$ cat src/rtl/instr_fetch_pkg.sv
// Shared types and constants for the instruction fetch stage.
package instr_fetch_pkg;

  localparam int unsigned ADDR_WIDTH  = 32;
  localparam int unsigned INSTR_WIDTH = 32;
  localparam int unsigned IMM_WIDTH   = 16;

  localparam logic [ADDR_WIDTH-1:0] RESET_PC_DEFAULT = 32'h0000_0000;

  typedef enum logic [1:0] {
    ST_FETCH = 2'd0,
    ST_HOLD  = 2'd1,
    ST_FLUSH = 2'd2
  } fetch_state_e;

  // Instruction addresses are word aligned; the low two bits never reach the PC.
  function automatic logic [ADDR_WIDTH-1:0] word_align(input logic [ADDR_WIDTH-1:0] addr);
    return addr & ~ADDR_WIDTH'(3);
  endfunction

endpackage

$ cat src/rtl/fetch_pc_reg.sv
// Program counter register: load has priority over increment-by-4.
module fetch_pc_reg
  import instr_fetch_pkg::*;
#(
  parameter logic [ADDR_WIDTH-1:0] RESET_PC = RESET_PC_DEFAULT
) (
  input  logic                  clk,
  input  logic                  rst_n,
  input  logic                  load,
  input  logic                  inc,
  input  logic [ADDR_WIDTH-1:0] load_pc,
  output logic [ADDR_WIDTH-1:0] pc
);

  always_ff @(posedge clk) begin
    if (!rst_n) begin
      pc <= RESET_PC;
    end else if (load) begin
      pc <= load_pc;
    end else if (inc) begin
      pc <= pc + ADDR_WIDTH'(4);
    end
  end

endmodule

$ cat src/rtl/instr_fetch.sv
// Instruction fetch stage: one outstanding memory request, holds the fetched
// word until decode consumes it, and drains redirected requests via FLUSH.
module instr_fetch
  import instr_fetch_pkg::*;
#(
  parameter logic [ADDR_WIDTH-1:0] RESET_PC = RESET_PC_DEFAULT
) (
  input  logic                   clk_i,
  input  logic                   rst_i,
  output logic                   imem_req_o,
  output logic [ADDR_WIDTH-1:0]  imem_addr_o,
  input  logic                   imem_ack_i,
  input  logic [INSTR_WIDTH-1:0] imem_data_i,
  input  logic                   stall_i,
  input  logic                   redirect_i,
  input  logic [ADDR_WIDTH-1:0]  redirect_pc_i,
  output logic                   instr_valid_o,
  output logic [INSTR_WIDTH-1:0] instr_o,
  output logic [ADDR_WIDTH-1:0]  pc_o,
  output logic [ADDR_WIDTH-1:0]  pc_plus4_o,
  output logic [IMM_WIDTH-1:0]   imm16_o
);

  fetch_state_e          state;
  logic [ADDR_WIDTH-1:0] target;
  logic [ADDR_WIDTH-1:0] pc;
  logic                  pc_load_c;
  logic                  pc_inc_c;
  logic [ADDR_WIDTH-1:0] pc_next_c;

  fetch_pc_reg #(
    .RESET_PC(RESET_PC)
  ) u_pc_reg (
    .clk     (clk_i),
    .rst_n   (rst_i),
    .load    (pc_load_c),
    .inc     (pc_inc_c),
    .load_pc (pc_next_c),
    .pc      (pc)
  );

  // PC update: redirects load the target, consumption in HOLD advances by 4.
  always_comb begin
    pc_load_c = 1'b0;
    pc_inc_c  = 1'b0;
    pc_next_c = word_align(redirect_pc_i);
    case (state)
      ST_FETCH: pc_load_c = redirect_i && imem_ack_i;
      ST_HOLD: begin
        if (redirect_i) pc_load_c = 1'b1;
        else            pc_inc_c  = !stall_i;
      end
      ST_FLUSH: begin
        if (imem_ack_i) begin
          pc_load_c = 1'b1;
          if (!redirect_i) pc_next_c = target;
        end
      end
      default: ;
    endcase
  end

  always_ff @(posedge clk_i) begin
    if (!rst_i) begin
      state         <= ST_FETCH;
      instr_o       <= '0;
      instr_valid_o <= 1'b0;
      target        <= '0;
    end else begin
      case (state)
        ST_FETCH: begin
          if (redirect_i) begin
            // Without an ack the request is still in flight and must be drained.
            if (!imem_ack_i) begin
              target <= word_align(redirect_pc_i);
              state  <= ST_FLUSH;
            end
          end else if (imem_ack_i) begin
            instr_o       <= imem_data_i;
            instr_valid_o <= 1'b1;
            state         <= ST_HOLD;
          end
        end
        ST_HOLD: begin
          if (redirect_i || !stall_i) begin
            instr_valid_o <= 1'b0;
            state         <= ST_FETCH;
          end
        end
        ST_FLUSH: begin
          if (imem_ack_i) begin
            state <= ST_FETCH;
          end else if (redirect_i) begin
            target <= word_align(redirect_pc_i);
          end
        end
        default: state <= ST_FETCH;
      endcase
    end
  end

  // Request is gated by reset so an in-flight fetch is abandoned immediately.
  assign imem_req_o  = rst_i && (state != ST_HOLD);
  assign imem_addr_o = pc;
  assign pc_o        = pc;
  assign pc_plus4_o  = pc + ADDR_WIDTH'(4);
  assign imm16_o     = instr_o[IMM_WIDTH-1:0];

endmodule

$ cat config.mk
export PLATFORM = sky130hd
export DESIGN_NAME = instr_fetch
export DESIGN_NICKNAME = d
export VERILOG_FILES = /design/src/rtl/instr_fetch_pkg.sv /design/src/rtl/fetch_pc_reg.sv /design/src/rtl/instr_fetch.sv
export SDC_FILE = /design/constraint.sdc
export NUM_CORES = 1
export LEC_CHECK = 0
export ABC_AREA = 1
export CAP_MARGIN = 10
export CORE_MARGIN = 2
export CORE_UTILIZATION = 60
export DETAILED_ROUTE_END_ITERATION = 12
export DONT_BUFFER_PORTS = 1
export GPL_TIMING_DRIVEN = 0
export PLACE_DENSITY = 0.79
export SLEW_MARGIN = 20
export SYNTH_ARGS = -nofsm -noshare
export SYNTH_HDL_FRONTEND = slang
export SYNTH_SLANG_ARGS = --single-unit
$ cat constraint.sdc
create_clock -name clk_i -period 2.3 [get_ports clk_i]
set_input_delay 0.46 -clock clk_i [delete_from_list [all_inputs] [get_ports clk_i]]
set_output_delay 0.46 -clock clk_i [all_outputs]
set_load 0.05 [all_outputs]
==> results of run 1 <==
synth_stat cells (all sizes together) (2+ instances only):
master  instances
a21oi         121
a31oi           5
and2            4
buf            64
clkbuf         32
dfxtp          99
inv            78
nand2         207
nand3          41
nand3b          2
nor2          123
nor3            2
o211ai          6
o21ai         105
xnor2           4
xor2            4
cell families after synthesis:
group | count (synthesis) | synth area share, %
AOI/OAI and AO/OA | 238 | 21.4
xor gates and xnor gates | 8 | 1.23
adders and majority gates | 1 | 0.220
buffers and inverters | 175 | 15.2
DFF | 99 | 34.8
and+or+nand+nor | 381 | 27.1
cell type report:
type / instances / share of cell area (%)
Clock inverter: 7 / 0.852
Buffer: 96 / 8.66
Clock buffer: 9 / 1.88
Inverter: 79 / 4.60
Tap cell: 129 / 2.44
Multi-Input combinational cell: 628 / 49.4
Sequential cell: 99 / 30.6
Timing Repair Buffer: 10 / 1.55
sequential cells by signal, summed over array words and instances, names as in the netlist:
signal,count
instr_valid_o,1
state,2
instr_o,32
u_pc_reg.pc,32
target,32
worst paths after layout:
check             startpoint             end  slack (ps)  cells after the start
max           u_pc_reg.pc[2]  pc_plus4_o[31]        -370                      7
min          imem_data_i[15]     instr_o[15]         220                      2
max reg2reg   u_pc_reg.pc[2]  u_pc_reg.pc[9]         110                      9
min reg2reg        target[1]       target[1]         450                      2
repair_timing:
| item | 4_1_cts | 5_1_grt |
|---|---|---|
| setup buffers | 7 | 3 |
| setup endpoints to repair | 35 | 28 |
| hold endpoints to repair | 0 | 0 |
| pin swaps | 18 | 8 |
| gates resized for setup | 105 | 12 |
layout by cell type, fill, tap and decap left out, types with 8 or more instances in the layout:
cell type,n
inv_1,68
clkbuf_8,9
nand2_2,9
nor2_4,9
dfxtp_2,21
nand3_1,36
o21ai_1,17
buf_4,55
nand2_4,19
buf_2,12
clkbuf_1,31
inv_2,8
o21ai_0,85
nor2_1,110
nand2_1,177
dfxtp_1,74
a21oi_1,121
through the flow:
stage / hold WS [ps] / setup WS, ps / area (µm²) / TNS [ps]
finish: 223 / -370 / 6610 / -7290
global route: 216 / -494 / 6610 / -9570
detailed placement: 434 / -486 / 5920 / -6260
floorplan: 419 / -9.29 / 5760 / -9.29
global placement: 432 / -445 / 5920 / -5890
CTS: 221 / -327 / 6540 / -6270
routing by layer:
layer	global-route usage [%]	wire, µm
met1	41.5	7130
met2	58.4	8830
met3	7.66	1910
met4	12.9	410
met5	0	14
power by group:
group	internal, mW	switching, mW
sequential	1.85	0.443
combinational	0.295	0.822
clock	0.413	0.680
==> flow_metrics.py, run 1 <==
metrics = {
    "outcome": {
        "run_status": "finished, violations left",
        "violations": "setup timing",
    },
    "routing": {
        "vias": 6162,
        "first_pass_iters": 6,
        "avgRoutedWirePerCell_um": 17.3,
        "ant_nets": 0,
        "drc_errors": 0,
        "drt_iter0_markers": 488,
        "routed_wirelength_um": 18300,
        "avgViaCountPerCell": 5.83,
    },
    "clock_tree": {
        "clockBufferDepth": 2,
        "root_buffer": "clkbuf_8",
        "htreeDepth": 3,
        "cts_tree": "yes",
        "ctsHoldBuffers": 0,
        "clock-sinks": 99,
        "clkTransAtPathRegs_ps": 120,
        "cts_buffers": 9,
        "insertion_delay_ps": 370,
    },
    "logic_synthesis": {
        "netlist_area_um2": 5700,
        "synthTopCellsByArea": "dfxtp_1, nand2_1, a21oi_1",
        "synth_cell_types": 32,
        "synth_ff_type": "dfxtp_1",
        "postSynthAreaPerCell_um2": 6.31,
        "yosysWarnings": 0,
        "synth_edf_count": 0,
        "ys_seq_area_share_pct": 34.8,
        "async_reset_ff_share_pct": 0,
        "synth_seq_cells": 99,
        "synth_cells": 902,
        "synth_top_area_share_pct": 34.8,
        "synth_top_area_cell": "dfxtp_1",
        "synth_nets": 972,
    },
    "floorplanning": {
        "ios": 215,
        "core_um2": 9240,
        "die-width_um": 101,
        "die_h_um": 101,
        "fp.dieArea_um2": 10300,
        "rows": 35,
        "initial_core_util_pct": 61.6,
    },
    "timing": {
        "slew_viol_final": 0,
        "period_needed_ps": 2670,
        "timing.final.ws_setup_ps": -370,
        "max_slew_margin_pct": 27.0,
        "finalSetupViolations": 27,
        "clock.fmax_mhz": 374,
        "clock_skew_ps": 17.0,
        "rsz0062_at_grt": "yes",
        "worst-slew-pin-transition_ps": 1090,
        "fin_crit_sh_pct": 116,
        "hold_viol": 0,
    },
    "critical_path": {
        "cp_num_buf_inv": 1,
        "crit_path_start_kind": "flop",
        "crit_top_cell": "nand2_1",
        "crit_required_ps": 1840,
        "cp_cell_sequence": "clkinvlp_4 -> nor2_4 -> nand2_2 -> nor2_2 -> nand2_1 -> nand2_1 -> and2_4",
        "worstSetupPathType": "reg2out",
        "cp_slowest_cell": "dfxtp_4",
        "cp_top_family": "simple AND/OR/NAND/NOR gates",
        "cp.arrival_ps": 2210,
        "cp-end-kind": "primary output",
        "critPathMaxFanout": 6,
        "slowest_delay_ps": 500,
    },
    "global_routing": {
        "grt_pass1_wl_um": 27900,
        "grt_antenna_before_repair": 1,
        "grt_overflow": 0,
        "grt_pass1_vias": 5771,
        "grt_max_degree": 19,
        "gr-usage-all-layers_pct": 34.0,
    },
    "placed_design": {
        "place_congestion": 0.951,
        "numPortBuffers": 0,
        "dp_hpwl_um": 13000,
        "place_inst": 1031,
    },
    "cells_and_area": {
        "utilization_pct": 71.5,
        "seqCellArea_um2": 2020,
        "antenna_cells": 0,
        "multi_input_area_um2": 3260,
        "finalNetCount": 993,
        "syn2layout_area_growth_pct": 16.0,
        "instances_no_fill": 1057,
        "drive_gt1_share_pct": 20.3,
        "fillerInstances": 756,
    },
    "pwr": {
        "p_per_area_nw_per_um2": 681,
        "total_power_mw": 4.50,
        "ir_drop_mv": 0.467,
        "power.leakage_nw": 2.74,
    },
    "job": {
        "drv_cap": 0,
    },
    "worst_hold_path": {
        "holdCritPathClass": "in2reg",
    },
}
(Power assumes the default switching activity.)
==> run 2: changes to the inputs <==
- CTS_BUF_LIST: not set -> sky130_fd_sc_hd__clkbuf_8
- clock period: 2.3 -> 3 ns (I/O delays scaled with it)
==> run 2 against run 1 <==
  * The flow now finishes without violations
  * Via count decreased by 2.5%
  * Sequential power fell by 24%
  * Final cell count fell by 0.95%
  * Setup slack gained 440 ps
  * Sequential cell count stayed put
  * Critical path depth fell by 4
  * Wire length down 4.4%
  * Non-clock buffer count shrank 10
  * Core utilization down 3.9 points
  * Register-to-register slack improved by 560 ps
  * Design area shrank 5.4%
  * Sequential share of layout area grew 1.6 points
  * Highest routed layer is now met4
==> flow_metrics.py, run 2 (same netlist as run 1, synthesis figures left out) <==
metrics = {
    "outcome": {
        "run_status": "finished, final reports clean",
    },
    "global_routing": {
        "grt_antenna_before_repair": 0,
        "grt_max_degree": 19,
        "gr-usage-all-layers_pct": 32.9,
        "grt_pass1_vias": 5585,
        "grt_pass1_wl_um": 26600,
        "grt_overflow": 0,
    },
    "pwr": {
        "p_per_area_nw_per_um2": 562,
        "ir_drop_mv": 0.316,
        "power.leakage_nw": 2.64,
    },
    "floorplanning": {
        "fp.dieArea_um2": 10300,
        "rows": 35,
        "ios": 215,
        "die-width_um": 101,
        "die_h_um": 101,
        "core_um2": 9240,
        "initial_core_util_pct": 61.6,
    },
    "placed_design": {
        "numPortBuffers": 0,
        "placed_cell_area_um2": 5880,
        "place_congestion": 0.888,
        "dp_hpwl_um": 13100,
        "pre_cts_ws_ps": -222,
    },
    "cells_and_area": {
        "finalNetCount": 983,
        "final_area_um2": 6250,
        "drive_gt1_share_pct": 16.8,
        "antenna_cells": 0,
        "final_common_cell": "nand2_1",
        "top_regs": "instr_o (32), target (32), u_pc_reg.pc (32)",
        "final_cell_mix": "nand2_1, a21oi_1, nor2_1",
        "syn2layout_area_growth_pct": 9.71,
    },
    "critical_path": {
        "cp_slowest_cell": "xor2_1",
        "cp-end-kind": "primary output",
        "critPathMaxFanout": 6,
        "cp.arrival_ps": 2330,
        "crit_required_ps": 2400,
        "crit_path_start_kind": "flop",
        "worstSetupPathType": "reg2out",
        "cp_cell_sequence": "clkinvlp_4 -> nor2_4 -> xor2_1",
        "slowest_delay_ps": 860,
    },
    "clock_tree": {
        "insertion_delay_ps": 380,
        "root_buffer": "clkbuf_8",
        "cts_buffers": 9,
        "clock-sinks": 99,
        "htreeDepth": 3,
        "cts_tree": "yes",
        "clockBufferDepth": 2,
        "clkTransAtPathRegs_ps": 110,
        "post_cts_buffers": 0,
    },
    "timing": {
        "worst-slew-pin-transition_ps": 1080,
        "timing.final.ws_setup_ps": 71.7,
        "rsz0062_at_grt": "yes",
        "finalSetupViolations": 0,
        "period_needed_ps": 2930,
        "clock.fmax_mhz": 341,
        "fin_crit_sh_pct": 97.6,
        "timing.hold.ws_ps": 350,
        "slew_viol_final": 0,
        "hold_viol": 0,
        "clock_skew_ps": 16.5,
        "max_slew_margin_pct": 27.8,
    },
    "routing": {
        "avgViaCountPerCell": 5.74,
        "ant_nets": 0,
        "first_pass_iters": 6,
        "avgRoutedWirePerCell_um": 16.7,
        "drc_errors": 0,
        "routed_wirelength_um": 17500,
        "drt_iter0_markers": 378,
        "vias": 6005,
    },
    "worst_hold_path": {
        "holdCritPathClass": "in2reg",
    },
    "job": {
        "drv_cap": 0,
    },
}
run 2: changes by cell type in the layout (fill, tap and decap cells not counted), moves of 5 or more:
cell / delta
nand3_1: +5
nand2_1: +8
nand3_2: -5
buf_4: -5
nand2_4: -16
o21ai_0: +6
nand2_2: +10
run 2: path summary, 6_finish.rpt:
| kind | startpoint | end | slack (ps) | depth (start not counted) |
|---|---|---|---|---|
| min reg2reg | target[1] | target[1] | 450 | 2 |
| max reg2reg | u_pc_reg.pc[2] | u_pc_reg.pc[5] | 670 | 5 |
| min | imem_data_i[15] | instr_o[15] | 350 | 2 |
| max | u_pc_reg.pc[2] | pc_plus4_o[5] | 70 | 3 |
run 2: what timing repair did:
action | 4_1_cts | 5_1_grt
endpoints found under the setup margin | 28 | 21
resized for setup | 35 | 26
hold buffers | 0 | 0
run 2: report_power, final:
part,switching [mW],internal [mW]
clock network,0.518,0.426
logic,0.612,0.205
registers,0.333,1.42
total,1.46,2.05
run 2: per-layer routing:
layer  global-route usage, %  wire (µm)  vias to the layer above
met5                       0          0                        -
met4                    10.8        359                        0
met3                    8.28       2020                       37
met2                    55.1       8260                      373
met1                    41.5       6840                     2709
li1                        -          -                     2886
run 2: final cells by class:
type                            count  area [µm²]
Buffer                             96         571
Inverter                           79         300
Clock buffer                       10         138
Fill cell                         817        2990
Multi-Input combinational cell    628        2980
Sequential cell                    99        2020
Clock inverter                      6        82.6
Tap cell                          129         161
run 2: critical path, delay by kind of cell (launching register included):
kind | cells | cell delay [ps]
flip-flops | 1 | 500
buffers and inverters | 1 | 330
XOR/XNOR | 1 | 860
AND/OR/NAND/NOR | 1 | 260
run 2: per-stage QoR:
| stage | power (mW) | cells | TNS, ps | utilization, % |
|---|---|---|---|---|
| after floorplan | 2.41 | 902 | 0 | - |
| after global placement | 2.54 | 1031 | -976 | 63.4 |
| after detailed placement | 2.56 | 1031 | -610 | 63.6 |
| after CTS | 3.50 | 1047 | 0 | 66.9 |
| after global routing | 3.64 | 1047 | -7.10 | 67.6 |
| final | 3.51 | 1047 | 0 | 67.6 |
